### config.mk
export PLATFORM = sky130hd
export DESIGN_NAME = alu_arbiter_flat
export DESIGN_NICKNAME = d
export VERILOG_FILES = /design/src/rtl/alu_arbiter_pkg.sv /design/src/rtl/alu_arbiter_if.sv /design/src/rtl/alu_arbiter_alu.sv /design/src/rtl/alu_arbiter.sv /design/src/flat_wrapper.sv
export SDC_FILE = /design/constraint.sdc
export NUM_CORES = 1
export LEC_CHECK = 0
export CORE_UTILIZATION = 55
export DETAILED_ROUTE_END_ITERATION = 7
export DONT_BUFFER_PORTS = 1
export HOLD_SLACK_MARGIN = 0.08
export PLACE_DENSITY = 0.7
export SKIP_CTS_REPAIR_TIMING = 1
export SYNTH_ARGS = -nofsm -noshare
export SYNTH_HDL_FRONTEND = slang
export SYNTH_HIERARCHICAL = 1
export SYNTH_SLANG_ARGS = --single-unit
### constraint.sdc
create_clock -name clk -period 6.19 [get_ports clk]
set_input_delay 0.619 -clock clk [delete_from_list [all_inputs] [get_ports clk]]
set_output_delay 0.619 -clock clk [all_outputs]
set_load 0.02 [all_outputs]
### src/rtl/alu_arbiter_pkg.sv
// Shared operation codes and controller state encoding for the arbitrated ALU.
package alu_defs;

    localparam logic [3:0] OP_AND  = 4'b0000;
    localparam logic [3:0] OP_OR   = 4'b0001;
    localparam logic [3:0] OP_ADD  = 4'b0010;
    localparam logic [3:0] OP_SUB  = 4'b0110;
    localparam logic [3:0] OP_MULT = 4'b1000;

    typedef enum logic [1:0] {
        ST_IDLE = 2'd0,
        ST_EXEC = 2'd1,
        ST_MULT = 2'd2,
        ST_DONE = 2'd3
    } state_e;

    function automatic logic is_mult(input logic [3:0] op);
        return (op == OP_MULT);
    endfunction

endpackage

### src/rtl/alu_arbiter_if.sv
// Two-requester operation bus plus single response channel of the arbitrated ALU.
interface alu_arbiter_if #(parameter int SIZE = 32);

    logic            req0_valid;
    logic            req0_ready;
    logic [3:0]      req0_op;
    logic [SIZE-1:0] req0_a;
    logic [SIZE-1:0] req0_b;
    logic            req1_valid;
    logic            req1_ready;
    logic [3:0]      req1_op;
    logic [SIZE-1:0] req1_a;
    logic [SIZE-1:0] req1_b;
    logic            rsp_valid;
    logic            rsp_ready;
    logic            rsp_id;
    logic [SIZE-1:0] rsp_lo;
    logic [SIZE-1:0] rsp_hi;
    logic            rsp_zero;
    logic            rsp_overflow;
    logic            busy;

    modport slave (
        input  req0_valid, req0_op, req0_a, req0_b,
        input  req1_valid, req1_op, req1_a, req1_b,
        input  rsp_ready,
        output req0_ready, req1_ready,
        output rsp_valid, rsp_id, rsp_lo, rsp_hi, rsp_zero, rsp_overflow, busy
    );

    modport master (
        output req0_valid, req0_op, req0_a, req0_b,
        output req1_valid, req1_op, req1_a, req1_b,
        output rsp_ready,
        input  req0_ready, req1_ready,
        input  rsp_valid, rsp_id, rsp_lo, rsp_hi, rsp_zero, rsp_overflow, busy
    );

endinterface

### src/rtl/alu_arbiter_alu.sv
// Combinational ALU: AND/OR/ADD/SUB with carry/borrow-out; unsupported codes give zero.
module alu_arbiter_alu
    import alu_defs::*;
#(
    parameter int SIZE = 32
) (
    input  logic [SIZE-1:0] a_i,
    input  logic [SIZE-1:0] b_i,
    input  logic [3:0]      op_i,
    output logic [SIZE-1:0] y_o,
    output logic            cout_o
);

    logic [SIZE:0] sum_s;

    // Operation decode; the extra MSB of sum_s is the carry or borrow-out.
    always_comb begin
        sum_s  = {(SIZE+1){1'b0}};
        y_o    = {SIZE{1'b0}};
        cout_o = 1'b0;
        case (op_i)
            OP_AND: y_o = a_i & b_i;
            OP_OR:  y_o = a_i | b_i;
            OP_ADD: begin
                sum_s  = {1'b0, a_i} + {1'b0, b_i};
                y_o    = sum_s[SIZE-1:0];
                cout_o = sum_s[SIZE];
            end
            OP_SUB: begin
                sum_s  = {1'b0, a_i} - {1'b0, b_i};
                y_o    = sum_s[SIZE-1:0];
                cout_o = sum_s[SIZE];
            end
            default: y_o = {SIZE{1'b0}};
        endcase
    end

endmodule

### src/rtl/alu_arbiter.sv
// Round-robin arbiter in front of a shared ALU; MULT runs as SIZE shift-add steps
// through the ALU adder, and the result is held until the consumer takes it.
module alu_arbiter
    import alu_defs::*;
#(
    parameter int SIZE = 32
) (
    input  logic          clk,
    input  logic          rst_n,
    alu_arbiter_if.slave  bus
);

    localparam int             CW       = $clog2(SIZE + 1);
    localparam logic [CW-1:0]  CNT_LAST = CW'(SIZE);
    localparam logic [CW-1:0]  CNT_ONE  = CW'(1);

    state_e          state_q;
    logic            last_q;
    logic            id_q;
    logic [3:0]      op_q;
    logic [SIZE-1:0] a_q, b_q, acc_q, mlo_q;
    logic [CW-1:0]   cnt_q;
    logic            rsp_valid_q, rsp_id_q, rsp_zero_q, rsp_ovf_q;
    logic [SIZE-1:0] rsp_lo_q, rsp_hi_q;

    logic            grant0_s, grant1_s;
    logic [3:0]      sel_op_s;
    logic [SIZE-1:0] sel_a_s, sel_b_s;
    logic [SIZE-1:0] alu_a_s, alu_b_s, alu_y_s;
    logic [3:0]      alu_op_s;
    logic            alu_cout_s;

    // Grant in IDLE only; last_q=1 means req1 won last, so req0 wins the next tie.
    always_comb begin
        grant0_s = 1'b0;
        grant1_s = 1'b0;
        if (rst_n && (state_q == ST_IDLE)) begin
            if (bus.req0_valid && bus.req1_valid) begin
                grant0_s = last_q;
                grant1_s = ~last_q;
            end else begin
                grant0_s = bus.req0_valid;
                grant1_s = bus.req1_valid;
            end
        end else begin
            grant0_s = 1'b0;
            grant1_s = 1'b0;
        end
        sel_op_s = grant1_s ? bus.req1_op : bus.req0_op;
        sel_a_s  = grant1_s ? bus.req1_a  : bus.req0_a;
        sel_b_s  = grant1_s ? bus.req1_b  : bus.req0_b;
    end

    // During MULT the ALU adds the multiplicand into the running high word.
    always_comb begin
        if (state_q == ST_MULT) begin
            alu_a_s  = acc_q;
            alu_b_s  = mlo_q[0] ? a_q : {SIZE{1'b0}};
            alu_op_s = OP_ADD;
        end else begin
            alu_a_s  = a_q;
            alu_b_s  = b_q;
            alu_op_s = op_q;
        end
    end

    alu_arbiter_alu #(.SIZE(SIZE)) u_alu (
        .a_i    (alu_a_s),
        .b_i    (alu_b_s),
        .op_i   (alu_op_s),
        .y_o    (alu_y_s),
        .cout_o (alu_cout_s)
    );

    // Controller FSM with registered response outputs.
    always_ff @(posedge clk or negedge rst_n) begin
        if (!rst_n) begin
            state_q     <= ST_IDLE;
            last_q      <= 1'b1;
            id_q        <= 1'b0;
            op_q        <= 4'b0000;
            a_q         <= {SIZE{1'b0}};
            b_q         <= {SIZE{1'b0}};
            acc_q       <= {SIZE{1'b0}};
            mlo_q       <= {SIZE{1'b0}};
            cnt_q       <= {CW{1'b0}};
            rsp_valid_q <= 1'b0;
            rsp_id_q    <= 1'b0;
            rsp_zero_q  <= 1'b0;
            rsp_ovf_q   <= 1'b0;
            rsp_lo_q    <= {SIZE{1'b0}};
            rsp_hi_q    <= {SIZE{1'b0}};
        end else begin
            case (state_q)
                ST_IDLE: begin
                    if (grant0_s || grant1_s) begin
                        id_q    <= grant1_s;
                        last_q  <= grant1_s;
                        op_q    <= sel_op_s;
                        a_q     <= sel_a_s;
                        b_q     <= sel_b_s;
                        acc_q   <= {SIZE{1'b0}};
                        mlo_q   <= sel_b_s;
                        cnt_q   <= {CW{1'b0}};
                        state_q <= is_mult(sel_op_s) ? ST_MULT : ST_EXEC;
                    end
                end
                ST_EXEC: begin
                    rsp_lo_q   <= alu_y_s;
                    rsp_hi_q   <= {SIZE{1'b0}};
                    rsp_zero_q <= (alu_y_s == {SIZE{1'b0}});
                    rsp_ovf_q  <= alu_cout_s;
                    rsp_id_q   <= id_q;
                    state_q    <= ST_DONE;
                end
                ST_MULT: begin
                    if (cnt_q == CNT_LAST) begin
                        rsp_lo_q   <= mlo_q;
                        rsp_hi_q   <= acc_q;
                        rsp_zero_q <= (acc_q == {SIZE{1'b0}}) && (mlo_q == {SIZE{1'b0}});
                        rsp_ovf_q  <= (acc_q != {SIZE{1'b0}});
                        rsp_id_q   <= id_q;
                        state_q    <= ST_DONE;
                    end else begin
                        // {carry, sum, multiplier} shifts right one place per step
                        acc_q <= {alu_cout_s, alu_y_s[SIZE-1:1]};
                        mlo_q <= {alu_y_s[0], mlo_q[SIZE-1:1]};
                        cnt_q <= cnt_q + CNT_ONE;
                    end
                end
                ST_DONE: begin
                    if (!rsp_valid_q) begin
                        rsp_valid_q <= 1'b1;
                    end else if (bus.rsp_ready) begin
                        rsp_valid_q <= 1'b0;
                        state_q     <= ST_IDLE;
                    end
                end
                default: state_q <= ST_IDLE;
            endcase
        end
    end

    assign bus.req0_ready   = grant0_s;
    assign bus.req1_ready   = grant1_s;
    assign bus.rsp_valid    = rsp_valid_q;
    assign bus.rsp_id       = rsp_id_q;
    assign bus.rsp_lo       = rsp_lo_q;
    assign bus.rsp_hi       = rsp_hi_q;
    assign bus.rsp_zero     = rsp_zero_q;
    assign bus.rsp_overflow = rsp_ovf_q;
    assign bus.busy         = (state_q != ST_IDLE);

endmodule

### src/flat_wrapper.sv
// flat-port wrapper written by rule: the top's interface ports become plain ports
module alu_arbiter_flat import alu_defs::*;
#(
    parameter int SIZE = 32
)
  (clk, rst_n, bus_req0_valid, bus_req0_op, bus_req0_a, bus_req0_b, bus_req1_valid, bus_req1_op, bus_req1_a, bus_req1_b, bus_rsp_ready, bus_req0_ready, bus_req1_ready, bus_rsp_valid, bus_rsp_id, bus_rsp_lo, bus_rsp_hi, bus_rsp_zero, bus_rsp_overflow, bus_busy);
  alu_arbiter_if #(.SIZE(SIZE)) bus_i ();
  input  logic clk;
  input  logic rst_n;
  input wire logic [$bits(bus_i.req0_valid)-1:0] bus_req0_valid;
  input wire logic [$bits(bus_i.req0_op)-1:0] bus_req0_op;
  input wire logic [$bits(bus_i.req0_a)-1:0] bus_req0_a;
  input wire logic [$bits(bus_i.req0_b)-1:0] bus_req0_b;
  input wire logic [$bits(bus_i.req1_valid)-1:0] bus_req1_valid;
  input wire logic [$bits(bus_i.req1_op)-1:0] bus_req1_op;
  input wire logic [$bits(bus_i.req1_a)-1:0] bus_req1_a;
  input wire logic [$bits(bus_i.req1_b)-1:0] bus_req1_b;
  input wire logic [$bits(bus_i.rsp_ready)-1:0] bus_rsp_ready;
  output wire logic [$bits(bus_i.req0_ready)-1:0] bus_req0_ready;
  output wire logic [$bits(bus_i.req1_ready)-1:0] bus_req1_ready;
  output wire logic [$bits(bus_i.rsp_valid)-1:0] bus_rsp_valid;
  output wire logic [$bits(bus_i.rsp_id)-1:0] bus_rsp_id;
  output wire logic [$bits(bus_i.rsp_lo)-1:0] bus_rsp_lo;
  output wire logic [$bits(bus_i.rsp_hi)-1:0] bus_rsp_hi;
  output wire logic [$bits(bus_i.rsp_zero)-1:0] bus_rsp_zero;
  output wire logic [$bits(bus_i.rsp_overflow)-1:0] bus_rsp_overflow;
  output wire logic [$bits(bus_i.busy)-1:0] bus_busy;
  assign bus_i.req0_valid = bus_req0_valid;
  assign bus_i.req0_op = bus_req0_op;
  assign bus_i.req0_a = bus_req0_a;
  assign bus_i.req0_b = bus_req0_b;
  assign bus_i.req1_valid = bus_req1_valid;
  assign bus_i.req1_op = bus_req1_op;
  assign bus_i.req1_a = bus_req1_a;
  assign bus_i.req1_b = bus_req1_b;
  assign bus_i.rsp_ready = bus_rsp_ready;
  assign bus_req0_ready = bus_i.req0_ready;
  assign bus_req1_ready = bus_i.req1_ready;
  assign bus_rsp_valid = bus_i.rsp_valid;
  assign bus_rsp_id = bus_i.rsp_id;
  assign bus_rsp_lo = bus_i.rsp_lo;
  assign bus_rsp_hi = bus_i.rsp_hi;
  assign bus_rsp_zero = bus_i.rsp_zero;
  assign bus_rsp_overflow = bus_i.rsp_overflow;
  assign bus_busy = bus_i.busy;
  alu_arbiter #(.SIZE(SIZE)) u_core (.clk(clk), .rst_n(rst_n), .bus(bus_i));
endmodule
=== Word level (Yosys, flattened, before mapping) ===
Cells that the tools add are included.

* Register bits: 210

* Add/sub/neg operators: 3
* Multiplexer cells: 40
* Bitwise gates (word level): 3
* Reduce and logical (&&, ||, !) cells: 17
* Equality and inequality tests: 13

{| class="wikitable"
|+ Operator list
! operator !! number
|-
| $mux W32 || 11
|-
| $pmux W32 S2 || 4
|-
| $pmux W32 S4 || 1
|-
| $logic_not A32 Y1 || 3
|-
| $add A32 B32 Y33 || 1
|-
| $sub A32 B32 Y33 || 1
|-
| $and A32 B32 Y32 || 1
|-
| $or A32 B32 Y32 || 1
|-
| $reduce_bool A32 Y1 || 1
|-
| $mux W6 || 2
|-
| $pmux W6 S2 || 1
|-
| $mux W2 || 5
|-
| $mux W1 || 9
|-
| $mux W4 || 2
|-
| $ne A2 B2 Y1 const B || 4
|-
| $pmux W1 S2 || 4
|-
| $pmux W2 S4 || 1
|-
| $add A6 B1 Y6 const B || 1
|-
| $eq A6 B6 Y1 const B || 1
|-
| $reduce_bool A2 Y1 || 3
|-
| $eq A2 B2 Y1 const B || 2
|-
| $eq A4 B1 Y1 const B || 1
|-
| $eq A4 B2 Y1 const B || 1
|-
| $eq A4 B3 Y1 const B || 1
|-
| 11 further kinds || 14
|}

=== Depth between registers and ports, before layout ===
* Word-level depth: 8
* Gate-level depth with buffers: 26
* Gate-level depth less buffers: 23

=== Hierarchy ===
The synthesis kept the hierarchy.

{| class="wikitable"
|+ By module, submodules not included
! module !! area an instance (µm²) !! cells each !! sequential area each (µm²) !! times used
|-
| alu_arbiter || 9,922.0 || 1,036 || 5,256.3 || 1
|-
| alu_arbiter_alu || 4,615.7 || 686 || 0.0 || 1
|}

=== Least setup slack after synthesis ===
OpenSTA, ideal clock, no wires.

* Path kind: register -> register
* Start: register u_core.state_q[0]
* End: register u_core.rsp_zero_q, in the netlist u_core/bus.rsp_zero
* Library setup time: 0.074 ns
* Data required time: 6.116 ns
* Stages on the path, launching flop included: 25
* Arrival: 4.888 ns
* Setup slack: 1.228 ns
* Cell sequence: dfrtp_1 inv_1 ha_1 clkbuf_1 clkbuf_1 clkbuf_1 nand2_1 o21ai_0 inv_1 ha_1 nor2_1 o311ai_1 a21oi_2 a21oi_2 o311ai_2 a311o_2 a31oi_2 or3_1 a21oi_2 xor2_1 o221ai_2 nor4_1 nand4_1 o41a_1 o21ai_2

* Cells in the longest elaborated chain, start to end: 6

{| class="wikitable"
|+ Ends and longest elaborated chain
! element !! line !! text
|-
| start: declaration || alu_arbiter.sv:17 || <nowiki>state_e state_q;</nowiki>
|-
| start signal: assignment || alu_arbiter.sv:105 || <nowiki>state_q <= is_mult(sel_op_s) ? ST_MULT : ST_EXEC;</nowiki>
|-
| $eq A2 B2 Y1 * || alu_arbiter.sv:56 || <nowiki>if (state_q == ST_MULT) begin</nowiki>
|-
| $mux W32 * || alu_arbiter.sv:56 ||
|-
| via u_core.alu_a_s[1] || alu_arbiter.sv:29 || <nowiki>logic [SIZE-1:0] alu_a_s, alu_b_s, alu_y_s;</nowiki>
|-
| $sub A32 B32 Y33 or $add A32 B32 Y33 (tied branches) || alu_arbiter_alu.sv:30, alu_arbiter_alu.sv:25 ||
|-
| $pmux W32 S4 * || alu_arbiter_alu.sv:21 || <nowiki>case (op_i)</nowiki>
|-
| via u_core.alu_y_s[31] || alu_arbiter.sv:29 ||
|-
| $logic_not A32 Y1 * || alu_arbiter.sv:111 || <nowiki>rsp_zero_q <= (alu_y_s == {SIZE{1'b0}});</nowiki>
|-
| $pmux W1 S2 * || alu_arbiter.sv:94 || <nowiki>case (state_q)</nowiki>
|-
| end signal: assignment || alu_arbiter.sv:111 ||
|-
| end signal: assignment || alu_arbiter.sv:120 || <nowiki>rsp_zero_q <= (acc_q == {SIZE{1'b0}}) && (mlo_q == {SIZE{1'b0}});</nowiki>
|-
| end: declaration || alu_arbiter.sv:23 || <nowiki>logic rsp_valid_q, rsp_id_q, rsp_zero_q, rsp_ovf_q;</nowiki>
|}

The timed path passes the listed nets; every way through them passes the cells marked *.
A chain may end at the register's enable or synchronous reset.

=== Worst setup path after layout ===
Same ends and word-level chain as after synthesis.

==> metrics <==
Layout Nets 1907; number of synthesized flops with an enable pin 0; via count 13100; average vias per placed instance 6.53; commonest non-fill, non-tap cell in the layout nand2_1; deepest clock path buffer count 3; GPL Wtd Cong 0.958; final hold vios 0; status finished clean; Placeable Area 26000 sq um; worst slew pin tran 1.32 ns; die footprint 27100 sq um; CTS Root Cell clkbuf_16; vias in the first global route 11700; R2R cell count 21; Antenna Violating Nets Remaining 0; commonest cells after routing, fill and taps aside 260 x nand2_1, 209 x dfrtp_1, 199 x o21ai_0; DRC errors left 0; Die Width 165 um; DR iter-0 viols 1506; H-tree levels 1; clk slew on worst S/H paths 0.07 ns; Num CTS Buffers 24; final setup violation count 0; Crit Path Class flip-flop to flip-flop; WL final 46400 um; DR WL/cell 23.1 um; unrepaired setup endpoints after global routing false; Post-DP HPWL 34400 um; post-route setup slack 0.597 ns; clk_lat worst skew 0.54 ns; proportion of layout cells with a drive suffix above 1 0.0645; clk_skew 0.0203 ns; Worst Path Arrival 6.06 ns; reg-to-reg slack, setup 0.60 ns; CTS tree yes; iteration count of the initial detailed-routing pass 6; Critical Path Start Type flip-flop; cell mode on critical path o21ai_0; Place WS 0.739 ns; FF-to-FF Start u_core/state_q[0]; row cnt 59; fraction of registers with async set/reset 1.00; critical path capture point type flip-flop; Worst R2R End u_core/bus.rsp_zero; ys flop type dfrtp_1; Num Clock Sinks 210; Final Max Tran Viols 0; final setup TNS 0 ns; largest fanout on the critical path 50; post-synthesis net count 1973; Max Clk Rate 0.179 GHz; die span in y 165 um; slowest library cell on the worst path buf_4; post-layout util 0.597; worst min path class primary input to async pin; GRT Residual Overflow 0; pin count of the biggest net entering global routing 217; Initial Utilization 0.559; count of cell types in the netlist 81; Critical Path RT 6.66 ns; I/O pin count 212; initial antenna violation count 0; Period minus WS final 5.59 ns; IO buf count 0; GRT Overall Usage 0.340; CP max stage delay 0.50 ns; global-route wire length before repair 69800 um; Slew Limit Headroom 0.123; sequential fraction of the synthesis area 0.362; Synth Register Bits 210; cell-by-cell trace of the critical path inv_1 -> ha_4 -> buf_4 -> nand2_1 -> o21ai_0 -> inv_1 -> ha_1 -> a21oi_1 -> o21ai_0 -> o21ai_0 -> o21ai_1 -> nor4b_2 -> a21oi_2 -> and3_1 -> a221o_1 -> a221oi_2 -> nand3_1 -> nor4_1 -> nand4_1 -> o41a_1 -> o21ai_2; Avg Inst Size Synth 8.44 sq um; yosys warns 6; ant diodes 0; Synth Cell Area 14500 sq um; final worst-path cycle share 0.904; Post-Synthesis Cells 1722; area delta synth->final 6.70%; max-cap violations 0
[layer usage]
metal  track usage  share of wire
met2         0.466           0.42
met5             0              0
met3        0.0753           0.11
met4        0.0771          0.020
met1         0.535           0.45
[cell type report]
class,instances,area [sq um]
well taps,335,419
multi-input cells,1260,8300
clock buffers,36,717
clock inverters,8,101
flip-flops and latches,210,5260
repair buffers,26,215
inverters,134,503
fillers,2292,10500
[through the flow]
stage	cells	instance area, sq um	hold WS [ns]
2_1_floorplan	1722	14500	0.323
3_3_place_gp	1964	14700	0.327
3_5_place_dp	1964	14700	0.326
4_1_cts	2008	15500	-0.233
5_1_grt	2009	15500	0.155
6_report	2009	15500	0.0132
[how the worst max path moves through the flow]
stage                 startpoint             endpoint  slack [ns]  cells after the start
3_5_place_dp   u_core/state_q[0]  u_core/bus.rsp_zero        0.74                     21
6_report       u_core/state_q[0]  u_core/bus.rsp_zero        0.60                     21
3_3_place_gp   u_core/state_q[0]  u_core/bus.rsp_zero        0.86                     21
2_1_floorplan  u_core/state_q[0]  u_core/bus.rsp_zero        1.23                     24
4_1_cts        u_core/state_q[0]  u_core/bus.rsp_zero        0.74                     21
5_1_grt        u_core/state_q[0]  u_core/bus.rsp_zero        0.20                     21
[Yosys cell counts, types with 22 or more instances]
library cell	instances	share of area
nand2_1	261	0.067
clkbuf_1	78	0.020
ha_1	108	0.093
buf_2	22	0.0076
dfrtp_1	209	0.36
nor4_1	28	0.012
o21ai_0	199	0.069
a21oi_1	70	0.024
nor2_1	116	0.030
a22o_1	65	0.039
mux2i_1	70	0.048
a31oi_1	41	0.018
o221ai_1	57	0.034
inv_1	132	0.034
xnor2_1	24	0.014
[logic make-up (layout without fill, tap and decap cells)]
logic type / Yosys count / after routing / share of synthesized area
DFF: 210 / 210 / 0.362
buffers and inverters: 252 / 204 / 0.0708
and+or+nand+nor: 500 / 500 / 0.152
adders and majority gates: 110 / 110 / 0.0957
muxes: 73 / 73 / 0.0505
xor gates and xnor gates: 30 / 30 / 0.0181
AOI/OAI and AO/OA: 547 / 547 / 0.251
[worst max-delay path, delay by kind of cell (launching register included)]
kind	cells	cell delay, ns
AOI/OAI and AO/OA	10	2.16
and+or+nand+nor	6	1.46
buffers and inverters	3	0.75
adders and majority gates	2	0.73
DFF	1	0.38
[sequential cells by signal (all words and copies together), names as in the netlist, 2 cells and up]
| name | count |
|---|---|
| u_core/cnt_q | 6 |
| u_core/bus.rsp_hi | 32 |
| u_core/bus.rsp_lo | 32 |
| u_core/mlo_q | 32 |
| u_core/b_q | 32 |
| u_core/acc_q | 32 |
| u_core/state_q | 2 |
| u_core/op_q | 4 |
| u_core/a_q | 32 |
Power is not shown: default switching activity piles up to over one toggle a cycle in this logic, so the estimate is an artifact.
